`src/rtl/decompress_pkg.sv`:
```
// decompress_pkg: shared types, widths and code-word decode for the run-length decompressor
package decompress_pkg;
  localparam int CODE_W = 6;
  localparam int ZR_W = 3;
  localparam int OR_W = 2;
  localparam int BYTE_W = 8;
  typedef enum logic [2:0] {IDLE, FETCH, ZEROS, ONES, FLUSH, DONE} state_t;
  // Returns {zeros, ones}; the one-run field only counts when its top bit is set.
  function automatic logic [ZR_W+OR_W-1:0] decode(input logic [CODE_W-1:0] code);
    return {code[5:3], code[2] ? code[1:0] : 2'b00};
  endfunction
endpackage

```
`src/rtl/decompress_byte_packer.sv`:
```
// decompress_byte_packer: packs bits MSB-first into a byte register with a stalling output handshake
module decompress_byte_packer
  import decompress_pkg::*;
(
  input  logic              clk,
  input  logic              rst_n,
  input  logic              clr,
  input  logic              wr_en,
  input  logic              bit_val,
  input  logic              flush,
  input  logic              out_ready,
  output logic              stall,
  output logic              out_valid,
  output logic [BYTE_W-1:0] out_data,
  output logic [3:0]        bit_idx
);
  logic [BYTE_W-1:0] buffer, buf_n;
  logic [2:0] pos;
  logic wr, emit;
  always_comb begin
    stall = out_valid && !out_ready;
    wr = wr_en && !stall;
    emit = (wr && pos == 3'd7) || (flush && !stall && pos != 3'd0);
    buf_n = buffer | (BYTE_W'(bit_val) << (3'd7 - pos));
  end
  assign bit_idx = {1'b0, pos};
  always_ff @(posedge clk) begin
    if (!rst_n) begin
      buffer <= '0;
      pos <= '0;
      out_valid <= 1'b0;
      out_data <= '0;
    end else if (clr) begin
      buffer <= '0;
      pos <= '0;
      out_valid <= 1'b0;
    end else if (emit) begin
      out_data <= wr ? buf_n : buffer;
      out_valid <= 1'b1;
      buffer <= '0;
      pos <= '0;
    end else begin
      if (wr) begin
        buffer <= buf_n;
        pos <= pos + 3'd1;
      end
      if (out_valid && out_ready) out_valid <= 1'b0;
    end
  end
endmodule

```
`src/rtl/decompress_ctrl.sv`:
```
// decompress_ctrl: fetches run-length codes, expands them into zero/one runs and drives the byte packer
module decompress_ctrl #(
  parameter int IDX_W = 32,
  parameter int ZR_W = 3
) (
  input  logic             clk,
  input  logic             rst_n,
  input  logic             start,
  input  logic             code_valid,
  output logic             code_ready,
  input  logic [5:0]       code_data,
  input  logic             code_last,
  output logic             out_valid,
  input  logic             out_ready,
  output logic [7:0]       out_data,
  output logic [IDX_W-1:0] out_byte_idx,
  output logic [3:0]       bit_idx,
  output logic             busy,
  output logic             done
);
  import decompress_pkg::*;
  state_t state, state_n;
  logic [ZR_W-1:0] zcnt;
  logic [OR_W-1:0] ocnt;
  logic last;
  logic [IDX_W-1:0] cnt;
  logic [2:0] z_in;
  logic [1:0] o_in;
  logic stall, wr_en, bit_val, flush, clr, adv;
  assign {z_in, o_in} = decode(code_data);
  assign out_byte_idx = cnt;
  assign busy = state != IDLE && state != DONE;
  assign done = state == DONE;
  always_comb begin
    state_n = state;
    clr = 1'b0;
    code_ready = state == FETCH;
    wr_en = state == ZEROS || state == ONES;
    bit_val = state == ONES;
    flush = state == FLUSH;
    adv = wr_en && !stall;
    case (state)
      IDLE, DONE: if (start) begin
        state_n = FETCH;
        clr = 1'b1;
      end
      FETCH: if (code_valid) state_n = |z_in ? ZEROS : |o_in ? ONES : code_last ? FLUSH : FETCH;
      ZEROS: if (adv && zcnt == ZR_W'(1)) state_n = |ocnt ? ONES : last ? FLUSH : FETCH;
      ONES: if (adv && ocnt == 2'd1) state_n = last ? FLUSH : FETCH;
      // Completion waits for the partial byte to be emitted and the last byte to be taken.
      FLUSH: if (bit_idx == 4'd0 && (!out_valid || out_ready)) state_n = DONE;
      default: state_n = IDLE;
    endcase
  end
  always_ff @(posedge clk) begin
    if (!rst_n) begin
      state <= IDLE;
      zcnt <= '0;
      ocnt <= '0;
      last <= 1'b0;
      cnt <= '0;
    end else begin
      state <= state_n;
      if (clr) cnt <= '0;
      else if (out_valid && out_ready) cnt <= cnt + 1'b1;
      if (code_ready && code_valid) begin
        zcnt <= ZR_W'(z_in);
        ocnt <= o_in;
        last <= code_last;
      end else if (adv) begin
        if (state == ZEROS) zcnt <= zcnt - ZR_W'(1);
        else ocnt <= ocnt - 2'd1;
      end
    end
  end
  decompress_byte_packer u_packer (
    .clk(clk),
    .rst_n(rst_n),
    .clr(clr),
    .wr_en(wr_en),
    .bit_val(bit_val),
    .flush(flush),
    .out_ready(out_ready),
    .stall(stall),
    .out_valid(out_valid),
    .out_data(out_data),
    .bit_idx(bit_idx)
  );
endmodule

```
`config.mk`:
```
export PLATFORM = sky130hd
export DESIGN_NAME = decompress_ctrl
export DESIGN_NICKNAME = d
export VERILOG_FILES = /design/src/rtl/decompress_pkg.sv /design/src/rtl/decompress_byte_packer.sv /design/src/rtl/decompress_ctrl.sv
export SDC_FILE = /design/constraint.sdc
export NUM_CORES = 1
export LEC_CHECK = 0
export BUFFER_PORTS_ARGS = -buffer_cell sky130_fd_sc_hd__clkbuf_2
export CORE_MARGIN = 10
export CORE_UTILIZATION = 40
export DETAILED_ROUTE_END_ITERATION = 16
export GPL_ROUTABILITY_DRIVEN = 0
export PLACE_DENSITY_LB_ADDON = 0.12
export SYNTH_ARGS = -nofsm -noshare
export SYNTH_HDL_FRONTEND = slang
export SYNTH_SLANG_ARGS = --single-unit
```
`constraint.sdc`:
```
create_clock -name clk -period 2.41 [get_ports clk]
set_input_delay 0.723 -clock clk [delete_from_list [all_inputs] [get_ports clk]]
set_output_delay 0.723 -clock clk [all_outputs]
set_load 0.01 [all_outputs]
```
# Yosys cells after proc, flatten, opt, wreduce, memory -nomap -nowiden
# Cells that the tools add are included.
[totals]
ff_bits = 61
inputBits = 12
wordCells = 90
[classes]
addsub = 5
eq_ne = 15
shifts = 1
mux = 23
bitwise = 3
n_reduce_logical = 34
[op_table]
columns = ["cell", "n"]
rows = [
  ["3-bit 2-to-1 mux", 13],
  ["32-bit by 1-bit adder with 32-bit output (second input constant)", 1],
  ["3-bit one-hot mux with 5 select lines", 1],
  ["2-bit != test (second input constant)", 6],
  ["1-bit logical AND", 11],
  ["3-bit equality test (second input constant)", 3],
  ["2-bit 2-to-1 mux", 4],
  ["8-bit 2-to-1 mux", 1],
  ["8-bit OR", 1],
  ["2-bit OR reduction", 4],
  ["1-bit by 3-bit left shift with 8-bit output", 1],
  ["3-bit by 1-bit equality test with 1-bit output (second input constant)", 2],
  ["3-bit by 2-bit equality test with 1-bit output (second input constant)", 2],
  ["2-bit AND reduction", 3],
  ["2-bit nonzero test", 3],
  ["3-bit nonzero test", 2],
  ["3-bit OR reduction", 2],
  ["5-bit AND reduction", 1],
  ["4-bit zero test", 1],
  ["1-bit 2-to-1 mux", 4],
  ["3-bit by 1-bit adder with 3-bit output (second input constant)", 1],
  ["1-bit zero test", 3],
  ["3-bit zero test", 1],
  ["1-bit logical OR", 3],
  ["6 further kinds", 7],
]

# Logic depth before layout (Yosys ltp)
# Gate-level depths: netlist of the first run.
[depth]
depth_word = 7
mapped_depth = 8

# By module
# A second synthesis of the first run with hierarchy kept.
[unflattened]
cells_unflattened = 354
hier_area_um2 = 2980.4
[by_module_without_submodules]
columns = ["module", "instances", "cells_each", "area_each_um2"]
rows = [
  ["decompress_ctrl", 1, 266, 2169.6],
  ["decompress_byte_packer", 1, 88, 810.8],
]

# Least setup slack after synthesis of the first run
# Ideal clock, no wire load.
[synth_path]
path_type = "input -> register"
from = "input port out_ready"
to = "register cnt[17], in the netlist out_byte_idx[17]"
setup_time_ns = 0.070
t_arrival_ns = 1.898
t_required_ns = 2.340
setup_slack_ns = 0.442
cell_stages = 4
cell_sequence = "nand4_2 > or4_4 > or3_1 > a21oi_1"
[synth_between]
elab_chain_len = 1
[synth_lines]
columns = ["item", "line", "rtl"]
rows = [
  ["start: declaration", "decompress_ctrl.sv:14", "input logic out_ready,"],
  ["1-bit logical AND", "decompress_ctrl.sv:65", "else if (out_valid && out_ready) cnt <= cnt + 1'b1;"],
  ["end signal: assignment", "decompress_ctrl.sv:65", ""],
  ["end: declaration", "decompress_ctrl.sv:26", "logic [IDX_W-1:0] cnt;"],
]
# No other way between the ends.
# A chain may end at the register's enable or synchronous reset.

# Worst setup path after layout of the first run
[layout_path]
from = "register state[0]"
to = "output port code_ready"
[layout_between]
elab_chain_len = 1
[layout_lines]
columns = ["item", "line", "rtl"]
rows = [
  ["start: declaration", "decompress_ctrl.sv:22", "state_t state, state_n;"],
  ["start signal: assignment", "decompress_ctrl.sv:63", "state <= state_n;"],
  ["3-bit by 1-bit equality test with 1-bit output", "decompress_ctrl.sv:37", "code_ready = state == FETCH;"],
  ["end: declaration", "decompress_ctrl.sv:10", "output logic code_ready,"],
]
# No other way between the ends.

==> key figures, run 1 <==
Synth
  • Most frequent cells after synthesis: dfxtp_1, nor2_1, nand2_1
  • Mean instance size in the synthesized netlist: 8.622 µm²
  • Register bit count reported by yosys: between 60 and 70
  • Top post-synthesis cells by area: dfxtp_1, nor2_1, xnor2_1, xor2_1, ha_1
  • Warnings, synthesis: 0
  • Count of mapped cells out of synthesis: about 330
  • Portion of the post-synthesis area used by sequential elements: 0.4279
  • Post-synthesis cell type count: about 50
  • Post-synthesis async set-or-reset flop share: 0
  • EDFF count, synth: 0
  • Top flip-flop cell by instance count after synthesis: dfxtp_1
  • Post-synthesis instance area: ~2900 µm²
  • Area share of the leading cell type in the synthesized netlist: 0.4279
  • Library cell with the largest summed area after synthesis: dfxtp_1
  • Most frequent cell after synthesis: dfxtp_1
  • Net count of the mapped netlist: 351

Setup path
  • Launching element type of the critical path: register
  • Arrival time at the worst endpoint: between 1 and 1.5 ns
  • Worst R2R Path Depth: 5
  • Startpoint of the worst setup timing path: state[0]$_SDFFE_PN0P_
  • Worst setup path category: register to output pin
  • Source of the worst register-to-register timing path: out_byte_idx[17]$_SDFFE_PP0P_
  • Worst EP required: about 1.7 ns
  • Worst Setup End Kind: output pin
  • Maximum net fanout on the critical path: 14

Clock tree
  • Total number of clock tree sinks: 61
  • Clock-pin transition on the worst setup and hold timing paths: around 0.070 ns
  • Count of hold buffers inserted by post-cts repair: 0
  • Deepest level of the CTS H-tree: 3
  • Clock tree from TritonCTS: yes
  • Post_cts resized: 0
  • Post-CTS repair timing setup buffer count: 0
  • Number of buffers inserted during clock tree synthesis: 9
  • Root Buffer: clkbuf_8
  • Longest Clk Path Bufs: 2
  • Insertion delay of the later-clocked pin in the worst-skew pair: roughly 0.34 ns

Power and ir drop
  • Proportion of total power due to net switching: 0.3256
  • Reported net switching power: 0.8175 mW
  • Maximum resistive drop on vdd: 0.3303 mV
  • Sequential share of power: 0.455
  • Comb pwr share: 0.220
  • Tot Pwr: around 2.5 mW
  • Power per cell area: roughly 730 nW/µm²
  • Standby leakage power: approximately 1.3 nW
  • Share of total power in the clock network: 0.325
  • Int Pwr: roughly 1.7 mW

Cells and area
  • Area overhead of the layout relative to synthesis: 21.31%
  • Final-stage net count: 420
  • Fraction of final layout cells with drive strength greater than 1: 0.2401
  • Diode insertion count for antenna repair: 0
  • Post-Route Utilization: 0.5040

Floorplanning
  • Die H: approximately 100 µm
  • Floorplan die area: between 10000 and 15000 µm²
  • Starting density of the core: 0.4155
  • Die Width: about 100 µm
  • Top-level I/O count: 60
  • Number of placement rows: 30
  • Core footprint: approximately 7000 µm²

Hold path
  • Hold WC Path Type: register to register
  • Worst hold path stage count: 2
  • Hold path startpoint: u_packer.buffer[6]$_SDFF_PP0_

Status
  • Result of the run: complete, no violations

Timing
  • Worst slack on hold paths: 0.4599 ns
  • Slew of the pin with the lowest slew margin: 0.6352 ns
  • Setup Skew: about 0.0089 ns
  • Headroom to the max-slew limit: 0.5730
  • Share of the clock period used by the worst path after layout: 0.8950
  • Achievable frequency: between 0.4 and 0.5 GHz
  • Final hold violation count: 0
  • Setup TNS: 0 ns
  • Final setup violation count: 0
  • Minimum clock period: approximately 2.2 ns
  • Unrepaired setup endpoints after global routing: false
  • Max-slew violation count: 0

Routing
  • Antenna-violating nets left: 0
  • Total vias in the final route: ~2.5k
  • Number of search-and-repair iterations in the first detailed-routing pass: 4
  • Via-per-instance ratio: approximately 5.0
  • Final WL: approximately 7000 µm
  • DRC violation total after the first TritonRoute iteration: 57
  • Routed wirelength normalized by instance count: 13.85 µm
  • Final routed DRC violation total: 0

Global route
  • Largest net degree at the start of global routing: 21
  • First-pass GRT wire length: approximately 12000 µm
  • Antenna violations before repair: 0
  • Via count of the first global-routing pass: approximately 2.4k
  • Leftover overflow at the end of global routing: 0
  • All-layer global routing usage: 0.1268

Place
  • Detail Placement HPWL: 5245 µm
  • Port Buffers: 58

Run
  • # Max-Cap Violations: 0
## final cells by class
class | instances | area, µm²
clock buffer | 10 | 137.6
clock inverter | 5 | 36.28
inverter | 12 | 45.04
tap | 96 | 120.1
multi-input combinational | 247 | 1529
timing repair buffer | 69 | 372.9
sequential | 61 | 1221
fill | 668 | 3407
## power by group through the flow
| stage | sequential (mW) | clock, mW | combinational, mW |
|---|---|---|---|
| 2_1_floorplan | 1.12 | 0 | 0.420 |
| 3_3_place_gp | 1.16 | 0 | 0.554 |
| 3_5_place_dp | 1.16 | 0 | 0.558 |
| 4_1_cts | 1.14 | 0.842 | 0.559 |
| 5_1_grt | 1.15 | 0.886 | 0.627 |
| 6_report | 1.14 | 0.815 | 0.554 |
## state kept, by name (all words and copies together), names as in the netlist
signal and flops:
out_byte_idx 32, last 1, zcnt 3, u_packer.out_data 8, u_packer.buffer 8, state 3
ocnt 2, u_packer.out_valid 1, u_packer.pos 3
## critical path, cell delays in order, from the launching register on
cell and delay (ns):
dfxtp_1 0.59, nor3b_1 0.32, clkbuf_2 0.19
## kinds of logic after synthesis
group | after synthesis | share of synthesized area
flops | 61 | 0.4279
compound gates | 51 | 0.1100
buf+inv | 23 | 0.03770
simple gates | 154 | 0.2863
xor+xnor | 32 | 0.09820
fa+ha+maj | 8 | 0.03507
other cells | 1 | 0.001314
mux | 1 | 0.003507
## metrics by stage
step,setup WS (ns),cells,area [µm²]
finish,0.2531,500,3462
global route,0.1500,500,3462
CTS,0.2522,500,3462
detailed placement,0.2349,485,3288
global placement,0.2726,485,3288
floorplan,0.4415,331,2854
## placed cells by master (no fill, tap or decap), drive strengths merged, types with 4 or more instances in the layout
master  netlist  routed
inv          12      13
xnor2        16      16
nor4          4       4
a21oi        17      17
nand2        21      21
and3          4       4
nor3b         5       5
clkbuf        5      68
xor2         16      16
nand3        16      16
buf           6      11
a211oi        9       9
nor3         13      13
nand2b        8       8
a31oi         6       6
dfxtp        61      61
o21ai        10      10
nor2         58      58
ha            8       8
nand4        10      10
## layer usage
metal / vias to the layer above / global-route usage / routed length (µm)
met5: - / 0 / 0
met4: 0 / 0.04573 / 95
met3: 9 / 0.05081 / 450
met2: 59 / 0.1880 / 2976
met1: 1150 / 0.1608 / 3404
li1: 1296 / - / -
## worst paths after layout
check	endpoint	slack, ns
setup reg to reg	out_byte_idx[27]$_SDFFE_PP0P_	0.49
hold / removal	u_packer.buffer[6]$_SDFF_PP0_	0.46
hold reg to reg	u_packer.buffer[6]$_SDFF_PP0_	0.46
setup / recovery	code_ready	0.25
(Power assumes the default switching activity.)
==> run 2, diff against run 1 <==
==> constraint.sdc (replaced) <==
create_clock -name clk -period 1.8 [get_ports clk]
set_input_delay 0.54 -clock clk [delete_from_list [all_inputs] [get_ports clk]]
set_output_delay 0.54 -clock clk [all_outputs]
set_load 0.01 [all_outputs]
==> key figures, run 2 (synthesis gave the netlist of run 1 again) <==
Cells and area
  • Number of flip-flops under the largest register name: 32
  • Fraction of final layout cells with drive strength greater than 1: 0.3333
  • Finished Layout Cells: around 540
  • Most frequent standard cell in the layout excluding fill and tap cells: clkbuf_2
  • Most frequent cells in the layout: clkbuf_2, nor2_1, dfxtp_1
  • Area overhead of the layout relative to synthesis: 33.14%
  • Final-stage net count: ~460
  • Post-Route Utilization: 0.5532
  • Diode insertion count for antenna repair: 0

Floorplanning
  • Die H: approximately 100 µm
  • Top-level I/O count: 60
  • Starting density of the core: 0.4155
  • Core footprint: 6869 µm²
  • Floorplan die area: 10910 µm²
  • Number of placement rows: 30
  • Die Width: about 100 µm

Timing
  • Final setup violation count: 0
  • Max-slew violation count: 0
  • Setup Skew: roughly 0.011 ns
  • Headroom to the max-slew limit: 0.6203
  • Unrepaired setup endpoints after global routing: true
  • Slew of the pin with the lowest slew margin: around 0.57 ns
  • Achievable frequency: 0.5740 GHz
  • Final worst setup slack: just under 0.06 ns
  • Final hold violation count: 0
  • Share of the clock period used by the worst path after layout: 0.9678
  • Minimum clock period: ~1.7 ns

Setup path
  • Worst-path cell chain: buf_4 -> nand2b_1 -> clkbuf_2
  • Largest incremental delay on the critical path: 0.40 ns
  • Worst EP required: roughly 1.3 ns
  • Critical-path cell with the highest stage delay: dfxtp_2
  • Launching element type of the critical path: register
  • Reg2reg end: u_packer.out_data[3]$_SDFFE_PN0P_
  • Worst R2R Path Depth: 5
  • Worst setup path category: register to output pin
  • Arrival time at the worst endpoint: around 1.2 ns
  • Source of the worst register-to-register timing path: state[2]$_SDFFE_PN0P_
  • Maximum net fanout on the critical path: 8
  • Crit path buffers/inverters: 2
  • Worst Setup End Kind: output pin
  • FF-to-FF setup slack: between 0.05 and 0.06 ns
  • Crit path max-delay family: flip-flops

Global route
  • Largest net degree at the start of global routing: 18
  • Leftover overflow at the end of global routing: 0
  • Via count of the first global-routing pass: 2720
  • Antenna violations before repair: 0
  • All-layer global routing usage: 0.1400
  • First-pass GRT wire length: approximately 13000 µm

Power and ir drop
  • Reported net switching power: approximately 1.1 mW
  • Maximum resistive drop on vdd: about 0.53 mV
  • Proportion of total power due to net switching: 0.3178
  • Power per cell area: roughly 940 nW/µm²
  • Int Pwr: between 2 and 2.5 mW
  • Sequential share of power: 0.424
  • Comb pwr share: 0.279
  • Standby leakage power: about 1.5 nW
  • Share of total power in the clock network: 0.297

Routing
  • Antenna-violating nets left: 0
  • Number of search-and-repair iterations in the first detailed-routing pass: 4
  • Final WL: 7358 µm
  • Total vias in the final route: 2631
  • Routed wirelength normalized by instance count: 13.70 µm
  • DRC violation total after the first TritonRoute iteration: slightly above 60
  • Via-per-instance ratio: 4.899
  • Final routed DRC violation total: 0

Place
  • Detail Placement HPWL: 5470 µm
  • Placement Setup Slack: -0.2030 ns
  • Post-placement cell count: around 520
  • Port Buffers: 58

Clock tree
  • Insertion delay of the later-clocked pin in the worst-skew pair: roughly 0.34 ns
  • Longest Clk Path Bufs: 2
  • Total number of clock tree sinks: between 60 and 70
  • Root Buffer: clkbuf_8
  • Number of buffers inserted during clock tree synthesis: 9
  • Clock-pin transition on the worst setup and hold timing paths: roughly 0.070 ns
  • Deepest level of the CTS H-tree: 3
  • Count of hold buffers inserted by post-cts repair: 0
  • Clock tree from TritonCTS: yes

Hold path
  • Hold WC Path Type: input pin to register
  • Worst hold path stage count: 3
  • Hold path startpoint: code_last
  • Hold worst-path end: last$_SDFFE_PN0P_

Run
  • # Max-Cap Violations: 0

Status
  • Result of the run: complete, no violations
[run 2: cell types whose count changed in the layout (fill, tap and decap cells not counted), sizes merged]
cell / change
buf: +38
clkinv: +1
clkinvlp: -1
inv: -1
[run 2: worst max path at each step]
| stage | startpoint | end | slack (ns) | cells after the start |
|---|---|---|---|---|
| 6_report | state[1]$_SDFFE_PN0P_ | busy | 0.06 | 3 |
| 5_1_grt | state[2]$_SDFFE_PN0P_ | u_packer.out_data[2]$_SDFFE_PN0P_ | -0.13 | 5 |
| 4_1_cts | state[0]$_SDFFE_PN0P_ | code_ready | 0.002 | 3 |
| 3_5_place_dp | out_ready | out_byte_idx[23]$_SDFFE_PP0P_ | -0.20 | 6 |
| 3_3_place_gp | out_ready | out_byte_idx[23]$_SDFFE_PP0P_ | -0.13 | 6 |
| 2_1_floorplan | out_ready | out_byte_idx[17]$_SDFFE_PP0P_ | 0.02 | 4 |
[run 2: area by class of cell]
| type | count | area, µm² |
|---|---|---|
| clock inverters | 4 | 25.02 |
| well taps | 96 | 120.1 |
| repair buffers | 106 | 665.6 |
| multi-input cells | 247 | 1567 |
| fillers | 657 | 3069 |
| clock buffers | 11 | 141.4 |
| inverters | 12 | 45.04 |
| flip-flops and latches | 61 | 1236 |
[run 2: power by group through the flow]
| stage | Clock, mW | Combinational, mW | Sequential (mW) |
|---|---|---|---|
| after floorplan | 0 | 0.563 | 1.50 |
| after global placement | 0 | 0.846 | 1.53 |
| after detailed placement | 0 | 0.850 | 1.53 |
| after CTS | 1.09 | 0.916 | 1.52 |
| after global routing | 1.14 | 1.12 | 1.53 |
| final | 1.06 | 0.995 | 1.51 |
[run 2: worst reg2reg max path, cell delays in order, from the launching register on]
cell and delay [ns]:
dfxtp_4 0.37, and2b_1 0.31, nand2_1 0.15, nor3_1 0.40, a21oi_1 0.17, a211oi_1 0.26
[run 2: routing by layer]
layer / GRT usage / vias to the layer above / share of wire
li1: - / 1366 / -
met1: 0.1795 / 1212 / 0.50
met2: 0.2095 / 40 / 0.43
met3: 0.04647 / 13 / 0.046
met4: 0.05666 / 0 / 0.017
met5: 0 / - / 0
[run 2: repair_timing]
action                                  in CTS  in global routing
pin swaps                                    1                  2
cloned                                       0                  0
setup buffers                                3                  2
endpoints found under the setup margin       3                 24
gates resized for setup                      9                 12
[run 2: stage by stage]
stage	TNS [ns]	power [mW]	hold WS [ns]	cell area, µm²
5_1_grt	-0.7273	3.780	0.4637	3800
3_5_place_dp	-2.313	2.382	0.4441	3531
6_report	0	3.570	0.4362	3800
3_3_place_gp	-1.284	2.378	0.4366	3531
2_1_floorplan	0	2.067	0.4242	2856
4_1_cts	0	3.525	0.4224	3749
==> run 3, diff against run 2 <==
--- a/config.mk
+++ b/config.mk
@@ -10,6 +10,7 @@
 export CORE_UTILIZATION = 40
 export DETAILED_ROUTE_END_ITERATION = 16
 export GPL_ROUTABILITY_DRIVEN = 0
+export HOLD_SLACK_MARGIN = 0.06
 export PLACE_DENSITY_LB_ADDON = 0.12
 export SYNTH_ARGS = -nofsm -noshare
 export SYNTH_HDL_FRONTEND = slang
==> constraint.sdc (replaced) <==
create_clock -name clk -period 1.97 [get_ports clk]
set_input_delay 0.591 -clock clk [delete_from_list [all_inputs] [get_ports clk]]
set_output_delay 0.591 -clock clk [all_outputs]
set_load 0.01 [all_outputs]
==> key figures, run 3 (synthesis gave the netlist of run 1 again) <==
Cells and area
  • Number of flip-flops under the largest register name: 32
  • Area overhead of the layout relative to synthesis: 25.12%
  • Finished Layout Cells: 515
  • Most frequent cells in the layout: dfxtp_1, clkbuf_2, nor2_1
  • Fraction of final layout cells with drive strength greater than 1: 0.2745
  • Cell area after layout: 3571 µm²
  • Final-stage net count: between 400 and 500
  • Most frequent standard cell in the layout excluding fill and tap cells: dfxtp_1
  • Diode insertion count for antenna repair: 0

Floorplanning
  • Die H: between 100 and 150 µm
  • Number of placement rows: 30
  • Floorplan die area: 10910 µm²
  • Starting density of the core: 0.4155
  • Top-level I/O count: 60
  • Die Width: 104.5 µm
  • Core footprint: ~6900 µm²

Routing
  • Via-per-instance ratio: 5.021
  • Routed wirelength normalized by instance count: ~14 µm
  • Final WL: 6995 µm
  • DRC violation total after the first TritonRoute iteration: 68
  • Antenna-violating nets left: 0
  • Final routed DRC violation total: 0
  • Total vias in the final route: 2586
  • Number of search-and-repair iterations in the first detailed-routing pass: 4

Timing
  • Final setup violation count: 0
  • Headroom to the max-slew limit: 0.6444
  • Slew of the pin with the lowest slew margin: 0.5328 ns
  • Minimum clock period: 1.863 ns
  • Share of the clock period used by the worst path after layout: 0.9454
  • Setup Skew: 0.008252 ns
  • Achievable frequency: 0.5369 GHz
  • Max-slew violation count: 0
  • Unrepaired setup endpoints after global routing: true
  • Final hold violation count: 0
  • Worst slack on hold paths: between 0.4 and 0.5 ns

Power and ir drop
  • Share of total power in the clock network: 0.301
  • Int Pwr: between 2 and 2.5 mW
  • Sequential share of power: 0.455
  • Proportion of total power due to net switching: 0.3201
  • Comb pwr share: 0.244
  • Maximum resistive drop on vdd: about 0.47 mV
  • Standby leakage power: ~1.4 nW
  • Reported net switching power: 0.9759 mW
  • Tot Pwr: slightly above 3 mW
  • Power per cell area: ~850 nW/µm²

Place
  • Port Buffers: 58
  • Post-Place Cell Area: ~3400 µm²
  • Post-placement cell count: 499
  • Detail Placement HPWL: about 5300 µm

Clock tree
  • Total number of clock tree sinks: just over 60
  • Post-CTS repair timing setup buffer count: 0
  • Clock-pin transition on the worst setup and hold timing paths: about 0.060 ns
  • Root Buffer: clkbuf_8
  • Clock tree from TritonCTS: yes
  • Deepest level of the CTS H-tree: 3
  • Longest Clk Path Bufs: 2
  • Insertion delay of the later-clocked pin in the worst-skew pair: between 0.3 and 0.4 ns
  • Count of hold buffers inserted by post-cts repair: 0
  • Number of buffers inserted during clock tree synthesis: 9

Setup path
  • Worst Setup End Kind: output pin
  • Arrival time at the worst endpoint: about 1.3 ns
  • Launching element type of the critical path: register
  • Worst EP required: roughly 1.4 ns
  • Maximum net fanout on the critical path: 7
  • Worst setup path category: register to output pin
  • Worst R2R Path Depth: 5

Global route
  • First-pass GRT wire length: around 12000 µm
  • Antenna violations before repair: 0
  • Via count of the first global-routing pass: roughly 2.5k
  • Largest net degree at the start of global routing: 20
  • All-layer global routing usage: 0.1303
  • Leftover overflow at the end of global routing: 0

Hold path
  • Worst hold path stage count: 2
  • Hold WC Path Type: register to register

Run
  • # Max-Cap Violations: 0

Status
  • Result of the run: complete, no violations
==> run 3: cell types whose count changed in the layout (fill, tap and decap cells not counted), moves of 2 or more <==
cell      delta
buf_4       -19
buf_6        -4
clkinv_2     +2
dfxtp_1      +7
dfxtp_4      -2
dfxtp_2      -5
==> run 3: final timing paths <==
check | startpoint | end | slack [ns]
setup reg to reg | out_byte_idx[9]$_SDFFE_PP0P_ | out_byte_idx[14]$_SDFFE_PP0P_ | 0.15
hold / removal | u_packer.buffer[6]$_SDFF_PP0_ | u_packer.buffer[6]$_SDFF_PP0_ | 0.46
hold reg to reg | u_packer.buffer[6]$_SDFF_PP0_ | u_packer.buffer[6]$_SDFF_PP0_ | 0.46
setup / recovery | state[0]$_SDFFE_PN0P_ | code_ready | 0.11
==> run 3: layout make-up <==
class / instances / area (µm²)
inverter: 12 / 45.04
clock inverter: 5 / 27.53
clock buffer: 11 / 131.4
tap: 96 / 120.1
sequential: 61 / 1222
timing repair buffer: 83 / 478.0
multi-input combinational: 247 / 1546
fill: 695 / 3298
==> run 3: layer usage <==
metal | global-route usage | routed length [µm]
met1 | 0.1643 | 3509
met2 | 0.1974 | 2998
met3 | 0.04771 | 363
met4 | 0.04771 | 124
met5 | 0 | 0
==> run 3: metrics by stage <==
stage	utilization	worst slack [ns]	setup TNS (ns)
2_1_floorplan	-	0.1335	0
3_3_place_gp	0.4940	-0.01384	-0.02102
3_5_place_dp	0.4940	-0.06313	-0.2410
4_1_cts	0.5180	0.08744	0
5_1_grt	0.5199	-0.02654	-0.03361
6_report	0.5199	0.1075	0
==> run 3: what timing repair did <==
item	CTS	global route
pin swaps	0	1
gates resized for setup	2	3
setup endpoints to repair	2	6
==> run 3: worst max-delay path, stage by stage (launching register included) <==
cell      delay, ns
dfxtp_1        0.46
nor3b_2        0.30
clkbuf_2       0.18
==> run 3: power groups by stage <==
stage	registers (mW)	logic [mW]	clock network, mW
5_1_grt	1.40	0.848	1.00
6_report	1.39	0.745	0.917
4_1_cts	1.39	0.746	0.955
3_3_place_gp	1.41	0.736	0
2_1_floorplan	1.37	0.514	0
3_5_place_dp	1.41	0.741	0
